$ cat src/rtl/fft_32_frame_scheduler.sv
// fft_32_frame_scheduler: shares one fft_32 between NUM_CHANNELS requesters, one whole 32-sample frame at a time.
// Ports: Clk, Rst (sync, active high); Chan_valid/Chan_i/Chan_q/Chan_ready per-channel sample handshake;
// Fft_valid/Fft_i/Fft_q/Fft_index/Fft_last drive the fft_32 input; Fft_out_valid/Fft_out_last pop the tag FIFO;
// Out_channel names the source of the emerging output frame; Error_tag_overflow/Error_tag_underflow one-cycle pulses.
// Define FFT_SCHED_FIXED_PRIORITY_EN for lowest-index-wins arbitration instead of round-robin.
module fft_32_frame_scheduler #(
  parameter int NUM_CHANNELS = 4,
  parameter int DATA_WIDTH = 16,
  parameter int MIN_FRAME_GAP = 32,
  parameter int TAG_FIFO_DEPTH = 4,
  localparam int CW = $clog2(NUM_CHANNELS),
  localparam int AW = $clog2(TAG_FIFO_DEPTH)
) (
  input  logic                               Clk,
  input  logic                               Rst,
  input  logic [NUM_CHANNELS-1:0]            Chan_valid,
  input  logic [NUM_CHANNELS*DATA_WIDTH-1:0] Chan_i,
  input  logic [NUM_CHANNELS*DATA_WIDTH-1:0] Chan_q,
  output logic [NUM_CHANNELS-1:0]            Chan_ready,
  output logic                               Fft_valid,
  output logic [DATA_WIDTH-1:0]              Fft_i,
  output logic [DATA_WIDTH-1:0]              Fft_q,
  output logic [4:0]                         Fft_index,
  output logic                               Fft_last,
  input  logic                               Fft_out_valid,
  input  logic                               Fft_out_last,
  output logic [CW-1:0]                      Out_channel,
  output logic                               Error_tag_overflow,
  output logic                               Error_tag_underflow
);
  typedef enum logic [1:0] {S_IDLE, S_FRAME, S_GAP} state_t;
  state_t state, state_n;
  logic [CW-1:0] grant, pick, idx;
  logic [4:0] count;
  logic [7:0] gap_cnt;
  logic [CW-1:0] tag_mem [TAG_FIFO_DEPTH];
  logic [AW-1:0] wr_ptr, rd_ptr, rd_ptr_n;
  logic [AW:0] occ;
  logic [DATA_WIDTH-1:0] sel_i, sel_q;
  logic full, empty, push, pop, do_push, do_pop, accept;
`ifndef FFT_SCHED_FIXED_PRIORITY_EN
  logic [CW-1:0] rr_ptr;
`endif
  assign full = occ == (AW+1)'(TAG_FIFO_DEPTH);
  assign empty = occ == '0;
  assign accept = state == S_FRAME && Chan_valid[grant] && Chan_ready[grant];
  assign pop = Fft_out_valid && Fft_out_last;
  assign do_push = push && !full;
  assign do_pop = pop && !empty;
  assign rd_ptr_n = rd_ptr + AW'(do_pop);
  always_comb begin
    pick = '0;
    idx = '0;
    sel_i = '0;
    sel_q = '0;
`ifdef FFT_SCHED_FIXED_PRIORITY_EN
    for (int k = NUM_CHANNELS - 1; k >= 0; k--) begin
      idx = CW'(k);
      if (Chan_valid[idx]) pick = idx;
    end
`else
    // Scan downward so the nearest requester after the pointer is the last to win.
    for (int k = NUM_CHANNELS; k >= 1; k--) begin
      idx = CW'((int'(rr_ptr) + k) % NUM_CHANNELS);
      if (Chan_valid[idx]) pick = idx;
    end
`endif
    for (int n = 0; n < NUM_CHANNELS; n++)
      if (grant == CW'(n)) begin
        sel_i = Chan_i[n*DATA_WIDTH +: DATA_WIDTH];
        sel_q = Chan_q[n*DATA_WIDTH +: DATA_WIDTH];
      end
  end
  always_comb begin
    state_n = state;
    push = 1'b0;
    if (state == S_IDLE && |Chan_valid && !full) begin
      state_n = S_FRAME;
      push = 1'b1;
    end else if (accept && count == 5'd31) state_n = S_GAP;
    else if (state == S_GAP && gap_cnt == 8'd1) state_n = S_IDLE;
  end
  always_ff @(posedge Clk) begin
    if (Rst) begin
      state <= S_IDLE;
      grant <= '0;
`ifndef FFT_SCHED_FIXED_PRIORITY_EN
      rr_ptr <= CW'(NUM_CHANNELS - 1);
`endif
      count <= '0;
      gap_cnt <= '0;
      Chan_ready <= '0;
      Fft_valid <= 1'b0;
      Fft_i <= '0;
      Fft_q <= '0;
      Fft_index <= '0;
      Fft_last <= 1'b0;
      wr_ptr <= '0;
      rd_ptr <= '0;
      occ <= '0;
      Out_channel <= '0;
      Error_tag_overflow <= 1'b0;
      Error_tag_underflow <= 1'b0;
    end else begin
      state <= state_n;
      Fft_valid <= accept;
      Fft_last <= accept && count == 5'd31;
      Error_tag_overflow <= push && full;
      Error_tag_underflow <= pop && empty;
      if (do_push) begin
        grant <= pick;
`ifndef FFT_SCHED_FIXED_PRIORITY_EN
        rr_ptr <= pick;
`endif
        count <= '0;
        Chan_ready <= NUM_CHANNELS'(1) << pick;
        tag_mem[wr_ptr] <= pick;
        wr_ptr <= wr_ptr + AW'(1);
      end
      if (accept) begin
        Fft_i <= sel_i;
        Fft_q <= sel_q;
        Fft_index <= count;
        count <= count + 5'd1;
        if (count == 5'd31) begin
          Chan_ready <= '0;
          gap_cnt <= 8'(MIN_FRAME_GAP);
        end
      end
      if (state == S_GAP) gap_cnt <= gap_cnt - 8'd1;
      rd_ptr <= rd_ptr_n;
      occ <= occ + (AW+1)'(do_push) - (AW+1)'(do_pop);
      // Bypass the tag being written when it lands at the new head (push into an empty FIFO).
      Out_channel <= (do_push && wr_ptr == rd_ptr_n) ? pick : tag_mem[rd_ptr_n];
    end
  end
endmodule

$ cat config.mk
export PLATFORM = sky130hd
export DESIGN_NAME = fft_32_frame_scheduler
export DESIGN_NICKNAME = d
export VERILOG_FILES = /design/src/rtl/fft_32_frame_scheduler.sv
export SDC_FILE = /design/constraint.sdc
export NUM_CORES = 1
export LEC_CHECK = 0
export ABC_AREA = 1
export BUFFER_PORTS_ARGS = -buffer_cell sky130_fd_sc_hd__buf_2
export CELL_PAD_IN_SITES_DETAIL_PLACEMENT = 0
export CELL_PAD_IN_SITES_GLOBAL_PLACEMENT = 1
export CORE_ASPECT_RATIO = 0.9
export CORE_MARGIN = 1.5
export CORE_UTILIZATION = 36
export CTS_BUF_LIST = sky130_fd_sc_hd__clkbuf_8
export CTS_CLUSTER_DIAMETER = 200
export DETAILED_ROUTE_END_ITERATION = 8
export GPL_ROUTABILITY_DRIVEN = 0
export PLACE_DENSITY_LB_ADDON = 0.1
export SLEW_MARGIN = 20
export SYNTH_ARGS = -nofsm -noshare
export SYNTH_HDL_FRONTEND = slang
export SYNTH_SLANG_ARGS = --single-unit
$ cat constraint.sdc
create_clock -name Clk -period 6.23 [get_ports Clk]
set_input_delay 1.246 -clock Clk [delete_from_list [all_inputs] [get_ports Clk]]
set_output_delay 1.246 -clock Clk [all_outputs]
set_load 0.005 [all_outputs]
### Yosys cells after proc, flatten, opt, wreduce, memory -nomap -nowiden

Memories as Yosys holds them, arrays and structs flattened. A register that Yosys moved wholly into a read port is not among the register bits.
Cells that the tools add are included.

| word-level totals | value |
|---|---|
| flip-flop bits (word level) | 71 |
| bits in latches | 0 |
| bits in writable memories | 8 |
| ROM bits | 0 |
| input port bits | 136 |
| output and inout port bits | 47 |
| memories kept | 1 |

Memory list:

| memory | words | width | read ports | clocked after memory_dff | wr ports | RTL line | source |
|---|---|---|---|---|---|---|---|
| tag_mem | 4 | 2 | 1 | 1 | 1 | 36 | `logic [CW-1:0] tag_mem [TAG_FIFO_DEPTH];` |

| cells by class | value |
|---|---|
| add/subtract/negate cells | 10 |
| multipliers | 0 |
| div/mod/pow operators | 0 |
| $lt $le $gt $ge | 5 |
| equal/unequal tests | 8 |
| shift-type cells | 1 |
| multiplexer cells | 39 |
| bitwise logic cells | 0 |
| reduce and logical (&&, ||, !) cells | 24 |

Operators with widths:

| cell | count |
|---|---|
| $mux W16 | 8 |
| $mux W8 | 3 |
| $lt A2 B3 Y1 const B | 5 |
| $bmux W1 S2 | 6 |
| $mux W2 | 6 |
| $mux W4 | 3 |
| $logic_and A1 B1 Y1 | 11 |
| $mux W1 | 11 |
| $mux W5 | 2 |
| $eq A8 B1 Y1 const B | 1 |
| $reduce_bool A2 Y1 | 4 |
| $sub A8 B1 Y8 const B | 1 |
| $add A2 B1 Y2 const B | 3 |
| $eq A2 B2 Y1 const B | 3 |
| $add A5 B1 Y5 const B | 1 |
| $eq A5 B5 Y1 const B | 1 |
| $add A2 B2 Y2 const B | 2 |
| $eq A2 B1 Y1 const B | 2 |
| $logic_not A2 Y1 | 2 |
| $reduce_or A4 Y1 | 1 |
| $shl A1 B2 Y4 const A | 1 |
| $add A3 B1 Y3 | 1 |
| $eq A3 B3 Y1 const B | 1 |
| $logic_not A3 Y1 | 1 |
| other kinds (6) | 7 |

### Longest topological paths before layout

Gate-level depths: netlist (run 1).

| logic depth | value |
|---|---|
| depth in word-level cells | 11 |
| depth in mapped cells | 14 |
| depth with buffers taken out | 13 |

### Worst setup path before layout (run 1)

OpenSTA, ideal clock, no wires.

| timing path | value |
|---|---|
| path kind | in2reg |
| start point | input Chan_valid[1] |
| end point | register occ[2] |
| arrival time | 2,733 ps |
| required time | 6,110 ps |
| path slack | 3,377 ps |
| cell stages on the path | 12 |
| cells stage by stage | inv_1 > nand4_1 > nand2_1 > nor2_1 > inv_1 > ha_1 > inv_1 > ha_1 > inv_1 > fa_1 > o21ai_0 > a21oi_1 |

| on the way | value |
|---|---|
| longest elaborated chain between the ends | 7 |

Ends and longest elaborated chain:

| what | RTL line | source |
|---|---|---|
| start, declared | 16 | `input logic [NUM_CHANNELS-1:0] Chan_valid,` |
| $reduce_or A4 Y1 | 77 | `if (state == S_IDLE && \|Chan_valid && !full) begin` |
| $logic_and A1 B1 Y1 (2 in series) | 77 |  |
| $mux W1 | 77 |  |
| $logic_and A1 B1 Y1 | 48 | `assign do_push = push && !full;` |
| $add A3 B1 Y3 | 132 | `occ <= occ + (AW+1)'(do_push) - (AW+1)'(do_pop);` |
| $sub A3 B1 Y3 | 132 |  |
| end signal, assigned | 132 |  |
| end, declared | 38 | `logic [AW:0] occ;` |

Every way passes these cells.
A chain may end at the register's enable or synchronous reset.

### Worst setup path in the final report (run 1)

| timing path | value |
|---|---|
| start point | input Chan_valid[3] |
| end point | register occ[2] |

The elaborated chain is that of the path after synthesis.

==> results of run 1 <==
[cell usage after synthesis (all sizes together), types with 4 or more instances]
master  instances
buf             8
edfxtp          8
a22o           20
inv            48
o21ai          52
o22ai          21
clkbuf         22
a221oi         11
nor3            4
nor2           32
ha             11
dfxtp          73
nand3          50
a21oi          19
nand2         153
[logic make-up after synthesis]
logic type | Yosys count | synth area share
AOI/OAI and AO/OA | 130 | 0.199
xor gates and xnor gates | 6 | 0.0127
adders and majority gates | 12 | 0.0382
buffers and inverters | 78 | 0.0752
DFF | 81 | 0.412
muxes | 2 | 0.00515
other | 1 | 0.000908
and+or+nand+nor | 248 | 0.257
[power by group through the flow]
stage               logic, uW  registers, uW  clock network (uW)
global placement          887            728                   0
CTS                       903            719                 421
detailed placement        900            731                   0
global route             1010            732                 444
floorplan                 618            718                   0
finish                    894            719                 410
[per-layer routing]
metal,share of wire,track usage,up-vias
met5,0,0,-
met4,0.012,0.0566,0
met3,0.049,0.0458,12
met2,0.48,0.356,113
met1,0.46,0.276,1928
li1,-,-,2228
[area by class of cell]
class                   instances  area, sq um  share of cell area
clock buffers                  11          151              0.0284
clock inverters                 5         60.1              0.0112
inverters                      48          180              0.0337
multi-input cells             399         2120               0.396
flip-flops and latches         81         1700               0.319
well taps                     152          190              0.0356
repair buffers                186          941               0.176
[final timing paths]
kind                       from  endpoint  slack, ps  cells past startpoint
setup reg to reg         occ[1]    occ[2]       3340                     12
setup / recovery  Chan_valid[3]    occ[2]       2780                     13
hold / removal         count[3]  count[3]        460                      2
hold reg to reg        count[3]  count[3]        460                      2
[flip-flops by register name (all words and copies together) (netlist names), 3 cells and up]
| name | flops |
|---|---|
| Fft_q | 16 |
| Fft_index | 5 |
| count | 5 |
| Chan_ready | 4 |
| tag_mem | 8 |
| Fft_i | 16 |
| gap_cnt | 8 |
| occ | 3 |
[cell usage in the layout (no fill, tap or decap), types with 2 or more instances in the layout]
| cell | netlist | final |
|---|---|---|
| nor2_2 | 4 | 4 |
| o22ai_1 | 21 | 21 |
| nand3_1 | 49 | 49 |
| nand3b_1 | 2 | 2 |
| or2_2 | 3 | 3 |
| clkinvlp_4 | 0 | 2 |
| a21oi_1 | 19 | 19 |
| buf_2 | 4 | 182 |
| dfxtp_1 | 73 | 73 |
| xnor2_1 | 3 | 3 |
| xor2_1 | 3 | 3 |
| nor2_4 | 2 | 2 |
| a221oi_1 | 11 | 11 |
| inv_1 | 44 | 44 |
| nand2_1 | 152 | 152 |
| edfxtp_1 | 8 | 8 |
| nor3_1 | 4 | 4 |
| inv_2 | 4 | 4 |
| o21ai_0 | 22 | 22 |
| o211ai_1 | 3 | 3 |
| a22o_1 | 20 | 20 |
| ha_1 | 11 | 11 |
| buf_4 | 3 | 4 |
| nand4_1 | 3 | 3 |
| o21ai_1 | 30 | 30 |
| nor2_1 | 26 | 26 |
| clkbuf_8 | 0 | 11 |
[worst max-delay path: stages]
cell     delay, ps
buf_2           90
inv_1           80
nand4_1        100
nand2_1         60
nor2_1         610
inv_1          320
ha_1           370
inv_1           50
ha_1           130
inv_1           50
fa_1           370
o21ai_0        170
a21oi_1         50
[metrics by stage]
step | cell area [sq um] | util | cells
finish | 5340 | 0.486 | 882
global route | 5340 | 0.486 | 882
CTS | 5340 | 0.486 | 882
detailed placement | 5130 | 0.467 | 866
global placement | 5130 | 0.467 | 866
floorplan | 4130 | - | 558
==> summary.md, run 1 <==
| Metric | Value |
|---|---|
| Outcome | `finished clean` |
| Worst setup EP type | `flop` |
| Clk_skew | `11.8 ps` |
| Die Wd | `116 um` |
| Final WL | `about 13000 um` |
| DRC violations left | `0` |
| Share of the yosys chip area belonging to registers | `0.412` |
| Yosys cell types | `39` |
| Headroom to the max-slew limit | `0.364` |
| Io pins | `183` |
| Fraction of registers with async set/reset | `0` |
| Max-slew violation count | `0` |
| Fmax | `290 MHz` |
| Psw | `824 uW` |
| Max rail drop VDD | `around 0.00014 V` |
| Sum of negative setup slack | `0 ps` |
| Clock Tree Root | `clkbuf_8` |
| TritonCTS clock tree | `yes` |
| #FFs+latches synth | `around 80` |
| Post-Syn Area | `4130 sq um` |
| Routed via count | `4281` |
| Worst hold slack | `464 ps` |
| Setup-failing EPs final | `0` |
| IO Port Bufs | `182` |
| Cts hold-fix bufs | `0` |
| Yosys top cell by area | `dfxtp_1` |
| Nets | `873` |
| Startpoint type of the worst setup path | `input port` |
| Yosys warns | `0` |
| Number of global-route vias before repair | `4103` |
| Slew of the pin with the lowest slew margin | `about 950 ps` |
| Largest net degree at the start of global routing | `56` |
| Sw frac | `0.407` |
| ANT nets after route | `0` |
| Placement Rows | `36` |
| Syn avg cell area | `7.40 sq um` |
| Hold Path Class | `reg -> reg` |
| Total CTS buffers | `9` |
| Initial drt markers | `around 170` |
| Setup CP Type | `in -> reg` |
| Final Critical Period | `3450 ps` |
| Pre-CTS setup slack | `2420 ps` |
| Max Cap Viol | `0` |
| Fillers | `1145` |
| CP required | `6480 ps` |
| Initial antenna violation count | `0` |
| Sequential power share | `0.355` |
| Share of layout cells above drive strength 1 | `0.300` |
| Worst-path clk slew | `80 ps` |
| Tcrit/Tclk final | `0.553` |
| Synth top area cells | `dfxtp_1, nand2_1, nand3_1` |
| Crit Path Max Fanout | `12` |
| Initial core utilization | `0.376` |
| Post-synth net total | `706` |
| Skew-Pair Late Insertion Delay | `360 ps` |
| DR vias/cell | `4.85` |
| Critical Path AT | `3690 ps` |
| Die Area | `about 12000 sq um` |
| GRT Total Usage | `0.213` |
| Tot Pwr | `2020 uW` |
| Cell-internal power | `1200 uW` |
| Die Y | `105 um` |
| Final Hold Viols | `0` |
| Part of the power in the clock network | `0.202` |
| Setup ws final | `2780 ps` |
| Top-area cell type share of the netlist area | `0.354` |
| First-pass GRT wire length | `slightly above 20000 um` |
| Final HPWL DP | `9880 um` |
| EDFF count, synth | `8` |
| Comb power frac | `0.442` |
| CORE AREA | `11000 sq um` |
| Cells after synthesis | `558` |
| Postcts setup bufs | `0` |
| Synthesis-to-finish area growth | `29.4%` |
| Leakage | `0.00269 uW` |
| Ant. Diodes | `0` |
| RSZ-0062 raised after global routing | `no` |
| Remaining Overflow, GRT | `0` |
| PwrDens | `379 nW/um^2` |
| First drt pass iteration count | `4` |
| Average wire per standard cell | `14.6 um` |
| TritonCTS Sinks | `81` |
| Post-CTS sizing | `0` |
| H-tree Lvls | `3` |
| Clock Tree Buf Depth | `2` |
| Synth Flop Type | `dfxtp_1` |
Power figures use the tool's default switching activity.
==> inputs of run 2 (changes only) <==
--- a/config.mk
+++ b/config.mk
@@ -11,7 +11,7 @@
 export CELL_PAD_IN_SITES_GLOBAL_PLACEMENT = 1
 export CORE_ASPECT_RATIO = 0.9
 export CORE_MARGIN = 1.5
-export CORE_UTILIZATION = 36
+export CORE_UTILIZATION = 34
 export CTS_BUF_LIST = sky130_fd_sc_hd__clkbuf_8
 export CTS_CLUSTER_DIAMETER = 200
 export DETAILED_ROUTE_END_ITERATION = 8
==> constraint.sdc (replaced) <==
create_clock -name Clk -period 3.2 [get_ports Clk]
set_input_delay 0.64 -clock Clk [delete_from_list [all_inputs] [get_ports Clk]]
set_output_delay 0.64 -clock Clk [all_outputs]
set_load 0.005 [all_outputs]
==> summary.md, run 2 (same netlist as run 1, synthesis figures left out) <==
| Metric | Value |
|---|---|
| Outcome | `finished clean (unchanged)` |
| Io pins | `183 (unchanged)` |
| Synthesis-to-finish area growth | `31.0% (was 29.4%)` |
| Initial core utilization | `0.355 (was 0.376)` |
| Fillers | `1250 (was 1145)` |
| Hold Path Class | `reg -> reg (unchanged)` |
| DR vias/cell | `4.85 (about the same)` |
| Critical path depth | `10 (was 13)` |
| First drt pass iteration count | `5 (was 4)` |
| Clock Tree Buf Depth | `2 (unchanged)` |
| IO Port Bufs | `182 (unchanged)` |
| Die Wd | `119 um (was 116 um)` |
| Critical Path AT | `2630 ps (was 3690 ps)` |
| Initial drt markers | `226 (was 167)` |
| Leakage | `0.00272 uW (was 0.00269 uW)` |
| Largest registers | `Fft_i (16), Fft_q (16) (unchanged)` |
| Setup-failing EPs final | `0 (unchanged)` |
| First-pass GRT wire length | `20300 um (was 20200 um)` |
| Most frequent cells in the layout | `buf_2, nand2_1, dfxtp_1 (unchanged)` |
| Finished Layout Cells | `891 (was 882)` |
| Largest net degree at the start of global routing | `42 (was 56)` |
| Critical path buffers and inverters | `4 (was 5)` |
| Final Hold Viols | `0 (unchanged)` |
| CP delay by family, top | `buffers and inverters (was adder cells)` |
| TritonCTS Sinks | `81 (unchanged)` |
| Average wire per standard cell | `14.5 um (was 14.6 um)` |
| Routed via count | `4323 (was 4281)` |
| CP required | `3430 ps (was 6480 ps)` |
| Cts hold-fix bufs | `0 (unchanged)` |
| Skew-Pair Late Insertion Delay | `370 ps (was 360 ps)` |
| Worst setup EP type | `flop (unchanged)` |
| Sum of negative setup slack | `0 ps (unchanged)` |
| DRC violations left | `0 (unchanged)` |
| Critical Path Max Stage Delay | `450 ps (was 610 ps)` |
| Worst-path clk slew | `80 ps (about the same)` |
| Total CTS buffers | `9 (unchanged)` |
| RSZ-0062 raised after global routing | `no (unchanged)` |
| Max-slew violation count | `0 (unchanged)` |
| Post-CTS sizing | `0 (unchanged)` |
| H-tree Lvls | `3 (unchanged)` |
| Hold path cells | `2 (unchanged)` |
| Die Y | `108 um (was 105 um)` |
| # placed instances | `874 (was 866)` |
| GRT Total Usage | `0.202 (was 0.213)` |
| Nets | `877 (was 873)` |
| Final Critical Period | `2400 ps` |
| PwrDens | `751 nW/um^2 (was 379 nW/um^2)` |
| CP max stage cell | `dfxtp_1 (was nor2_1)` |
| Setup CP Type | `reg -> reg (was in -> reg)` |
| Headroom to the max-slew limit | `0.609 (was 0.364)` |
| Final HPWL DP | `10000 um (was 9880 um)` |
| Startpoint type of the worst setup path | `flop (was input port)` |
| Die Area | `12800 sq um (was 12100 sq um)` |
| Placement Rows | `37 (was 36)` |
| Remaining Overflow, GRT | `0 (unchanged)` |
| ANT nets after route | `0 (unchanged)` |
| Initial antenna violation count | `2 (was 0)` |
| TritonCTS clock tree | `yes (unchanged)` |
| Slew of the pin with the lowest slew margin | `586 ps (was 955 ps)` |
| Final WL | `12900 um (about the same)` |
| Most common cell after layout, fill and taps aside | `buf_2 (unchanged)` |
| Depth of the most critical reg-to-reg path | `10 (was 12)` |
| Clk_skew | `11.1 ps (was 11.8 ps)` |
| Fmax | `approximately 420 MHz` |
| CORE AREA | `11600 sq um (was 11000 sq um)` |
| Number of global-route vias before repair | `4155 (was 4103)` |
| Share of layout cells above drive strength 1 | `0.302 (was 0.300)` |
| Max Cap Viol | `0 (unchanged)` |
| Tcrit/Tclk final | `0.750` |
| Postcts setup bufs | `0 (unchanged)` |
| Crit Path Max Fanout | `37 (was 12)` |
| Clock Tree Root | `clkbuf_8 (unchanged)` |
| Tot Pwr | `4060 uW (was 2020 uW)` |
| Max rail drop VDD | `0.000242 V (was 0.000141 V)` |
| Critical Path, Cell by Cell | `inv_1 -> nor2_2 -> buf_4 -> inv_1 -> o21ai_0 -> nor2_2 -> nand2_4 -> nor2_4 -> inv_2 -> o21ai_0 (was buf_2 -> inv_1 -> nand4_1 -> nand2_1 -> nor2_1 -> inv_1 -> ha_1 -> inv_1 -> ha_1 -> inv_1 -> fa_1 -> o21ai_0 -> a21oi_1)` |
run 2: changes by cell type in the layout (fill, tap and decap cells not counted), sizes merged:
cell	change
diode	+1
bufinv	+2
inv	-1
buf	+4
clkinv	+1
clkbuf	-2
run 2: tightest hold or removal path, stage by stage, from the launching register on:
cell and delay [ps]:
dfxtp_1 320, nand2_1 60, a21oi_1 50
run 2: final timing paths:
path / start / end / slack, ps
worst max-delay path: grant[1] / Fft_i[7] / 800
worst min-delay path: count[3] / count[3] / 470
worst max register to register: grant[1] / Fft_i[7] / 800
worst min register to register: count[3] / count[3] / 470
run 2: cell type report:
cell class | instances | area [sq um] | area share
clock buffer | 9 | 124 | 0.0229
multi-input combinational | 399 | 2120 | 0.391
sequential | 81 | 1700 | 0.315
antenna | 1 | 2.50 | 0.000463
clock inverter | 7 | 118 | 0.0217
timing repair buffer | 190 | 971 | 0.180
tap | 156 | 195 | 0.0361
inverter | 48 | 180 | 0.0333
run 2: through the flow:
| step | util | hold slack, ps | setup WS [ps] | cell area, sq um |
|---|---|---|---|---|
| 6_report | 0.465 | 468 | 800 | 5410 |
| 2_1_floorplan | - | 439 | 953 | 4130 |
| 3_3_place_gp | 0.444 | 446 | 740 | 5160 |
| 5_1_grt | 0.465 | 495 | 530 | 5410 |
| 3_5_place_dp | 0.444 | 454 | 690 | 5160 |
| 4_1_cts | 0.465 | 469 | 737 | 5410 |
run 2: routing by layer:
metal	global-route usage	part of all wire	wire length (um)
met1	0.242	0.43	5580
met2	0.353	0.49	6380
met3	0.0540	0.061	781
met4	0.0645	0.012	153
met5	0	0.00054	7
run 2: report_power, final:
part	switching, uW	total, uW	internal (uW)
sequential	140	1400	1260
combinational	1060	1750	689
clock	396	914	518
==> inputs of run 3 (changes only) <==
==> constraint.sdc (replaced) <==
create_clock -name Clk -period 2.4 [get_ports Clk]
set_input_delay 0.48 -clock Clk [delete_from_list [all_inputs] [get_ports Clk]]
set_output_delay 0.48 -clock Clk [all_outputs]
set_load 0.005 [all_outputs]
==> summary.md, run 3 (same netlist as run 1, synthesis figures left out) <==
| Metric | Value |
|---|---|
| Fillers | `1213 (was 1250)` |
| Post-CTS sizing | `0 (unchanged)` |
| Synthesis-to-finish area growth | `32.3% (was 31.0%)` |
| Share of layout cells above drive strength 1 | `0.309 (was 0.302)` |
| GRT Total Usage | `0.197 (was 0.202)` |
| Initial core utilization | `0.355 (unchanged)` |
| Remaining Overflow, GRT | `0 (unchanged)` |
| Cts hold-fix bufs | `0 (unchanged)` |
| Io pins | `183 (unchanged)` |
| Critical Path AT | `2310 ps (was 2630 ps)` |
| Most frequent cells in the layout | `buf_2, nand2_1, dfxtp_1 (unchanged)` |
| TritonCTS clock tree | `yes (unchanged)` |
| Critical Path, Cell by Cell | `nor2_1 -> nand2_1 -> nand2_1 -> nor2_1 -> inv_1 -> ha_1 -> inv_1 -> ha_1 -> inv_1 -> fa_1 -> o21ai_0 -> a21oi_1 (was inv_1 -> nor2_2 -> buf_4 -> inv_1 -> o21ai_0 -> nor2_2 -> nand2_4 -> nor2_4 -> inv_2 -> o21ai_0)` |
| CORE AREA | `11600 sq um (unchanged)` |
| Die Y | `108 um (unchanged)` |
| DRC violations left | `0 (unchanged)` |
| Most common cell after layout, fill and taps aside | `buf_2 (unchanged)` |
| Critical Path Max Stage Delay | `420 ps (was 450 ps)` |
| IO Port Bufs | `182 (unchanged)` |
| Final WL | `12800 um (was 12900 um)` |
| First drt pass iteration count | `4 (was 5)` |
| Postcts setup bufs | `0 (unchanged)` |
| Skew-Pair Late Insertion Delay | `360 ps (was 370 ps)` |
| DR vias/cell | `4.85 (about the same)` |
| Critical path buffers and inverters | `3 (was 4)` |
| Setup-failing EPs final | `0 (unchanged)` |
| Part of the power in the clock network | `0.214 (was 0.225)` |
| Final core utilization | `0.470 (was 0.465)` |
| Routed via count | `4354 (was 4323)` |
| CP required | `2650 ps (was 3430 ps)` |
| Sum of negative setup slack | `0 ps (unchanged)` |
| TritonCTS Sinks | `81 (unchanged)` |
| Final Critical Period | `2060 ps (was 2400 ps)` |
| Final HPWL DP | `10000 um (about the same)` |
| Placement Rows | `37 (unchanged)` |
| Die Area | `12800 sq um (unchanged)` |
| ANT nets after route | `0 (unchanged)` |
| First-pass GRT wire length | `19800 um (was 20300 um)` |
| Area of the multi-input gates | `2120 sq um (unchanged)` |
| Max-slew violation count | `0 (unchanged)` |
| Max rail drop VDD | `0.000332 V (was 0.000242 V)` |
| Clock Tree Buf Depth | `2 (unchanged)` |
| PwrDens | `985 nW/um^2 (was 751 nW/um^2)` |
| Worst setup EP type | `flop (unchanged)` |
| Setup ws final | `339 ps (was 800 ps)` |
| Tcrit/Tclk final | `0.859 (was 0.750)` |
| Clock Tree Root | `clkbuf_8 (unchanged)` |
| Initial antenna violation count | `2 (unchanged)` |
| RSZ-0062 raised after global routing | `no (unchanged)` |
| Leakage | `0.00276 uW (was 0.00272 uW)` |
| CP max stage cell | `dfxtp_1 (unchanged)` |
| Average wire per standard cell | `14.3 um (was 14.5 um)` |
| Psw | `2100 uW (was 1590 uW)` |
| Initial drt markers | `223 (was 226)` |
| Sw frac | `0.391 (was 0.393)` |
| Clk_skew | `8.48 ps (was 11.1 ps)` |
| Hold Path Class | `in -> reg (was reg -> reg)` |
| Crit Path Max Fanout | `4 (was 37)` |
| Die Wd | `119 um (unchanged)` |
| Total CTS buffers | `9 (unchanged)` |
| Nets | `884 (was 877)` |
| Crit path top cell by count | `inv_1` |
| Pre-CTS setup slack | `110 ps (was 690 ps)` |
| Startpoint type of the worst setup path | `flop (unchanged)` |
| Sequential power share | `0.346 (was 0.344)` |
| Outcome | `finished clean (unchanged)` |
| CP delay by family, top | `adder cells (was buffers and inverters)` |
| Comb power frac | `0.440 (was 0.430)` |
| Setup CP Type | `reg -> reg (unchanged)` |
| Number of global-route vias before repair | `4107 (was 4155)` |
| Cell-internal power | `3280 uW (was 2460 uW)` |
| Max Cap Viol | `0 (unchanged)` |
| Final Hold Viols | `0 (unchanged)` |
| Fmax | `485 MHz (was 417 MHz)` |
| Worst-path clk slew | `90 ps (was 80 ps)` |
| Largest net degree at the start of global routing | `33 (was 42)` |
| Register Area | `1700 sq um (unchanged)` |
| Largest registers | `Fft_i (16), Fft_q (16) (unchanged)` |
| H-tree Lvls | `3 (unchanged)` |
-- run 3: path summary, 6_finish.rpt --
kind | start | cells past startpoint | slack, ps | to
worst max-delay path | occ[1] | 12 | 340 | occ[2]
worst min-delay path | Fft_out_valid | 3 | 360 | Error_tag_underflow
worst max register to register | occ[1] | 12 | 340 | occ[2]
worst min register to register | gap_cnt[7] | 2 | 470 | gap_cnt[7]
-- run 3: stage by stage --
stage               power, uW  std cells  hold slack (ps)  cell area (sq um)
floorplan                3470        558              439               4130
global placement         4270        881              446               5230
detailed placement       4290        881              455               5230
CTS                      5460        897              353               5460
global route             5830        897              360               5460
finish                   5380        898              363               5460
-- run 3: worst min-delay path: stages --
cell,delay (ps)
buf_2,100
inv_1,60
nor4_1,50
-- run 3: routing by layer --
metal / routed length [um] / track usage
met3: 754 / 0.0519
met5: 7 / 0
met2: 6360 / 0.345
met4: 219 / 0.0749
met1: 5470 / 0.232
-- run 3: final cells by class --
cell class	instances	area share
multi-input cells	399	0.387
flip-flops and latches	81	0.311
repair buffers	197	0.190
well taps	156	0.0357
inverters	48	0.0330
clock buffers	11	0.0277
clock inverters	5	0.0147
diodes	1	0.000458
-- run 3: power groups by stage --
stage / Sequential [uW] / Clock [uW] / Combinational (uW)
after floorplan: 1860 / 0 / 1600
after global placement: 1890 / 0 / 2390
after detailed placement: 1890 / 0 / 2400
after CTS: 1870 / 1190 / 2400
after global routing: 1900 / 1240 / 2680
final: 1860 / 1150 / 2370
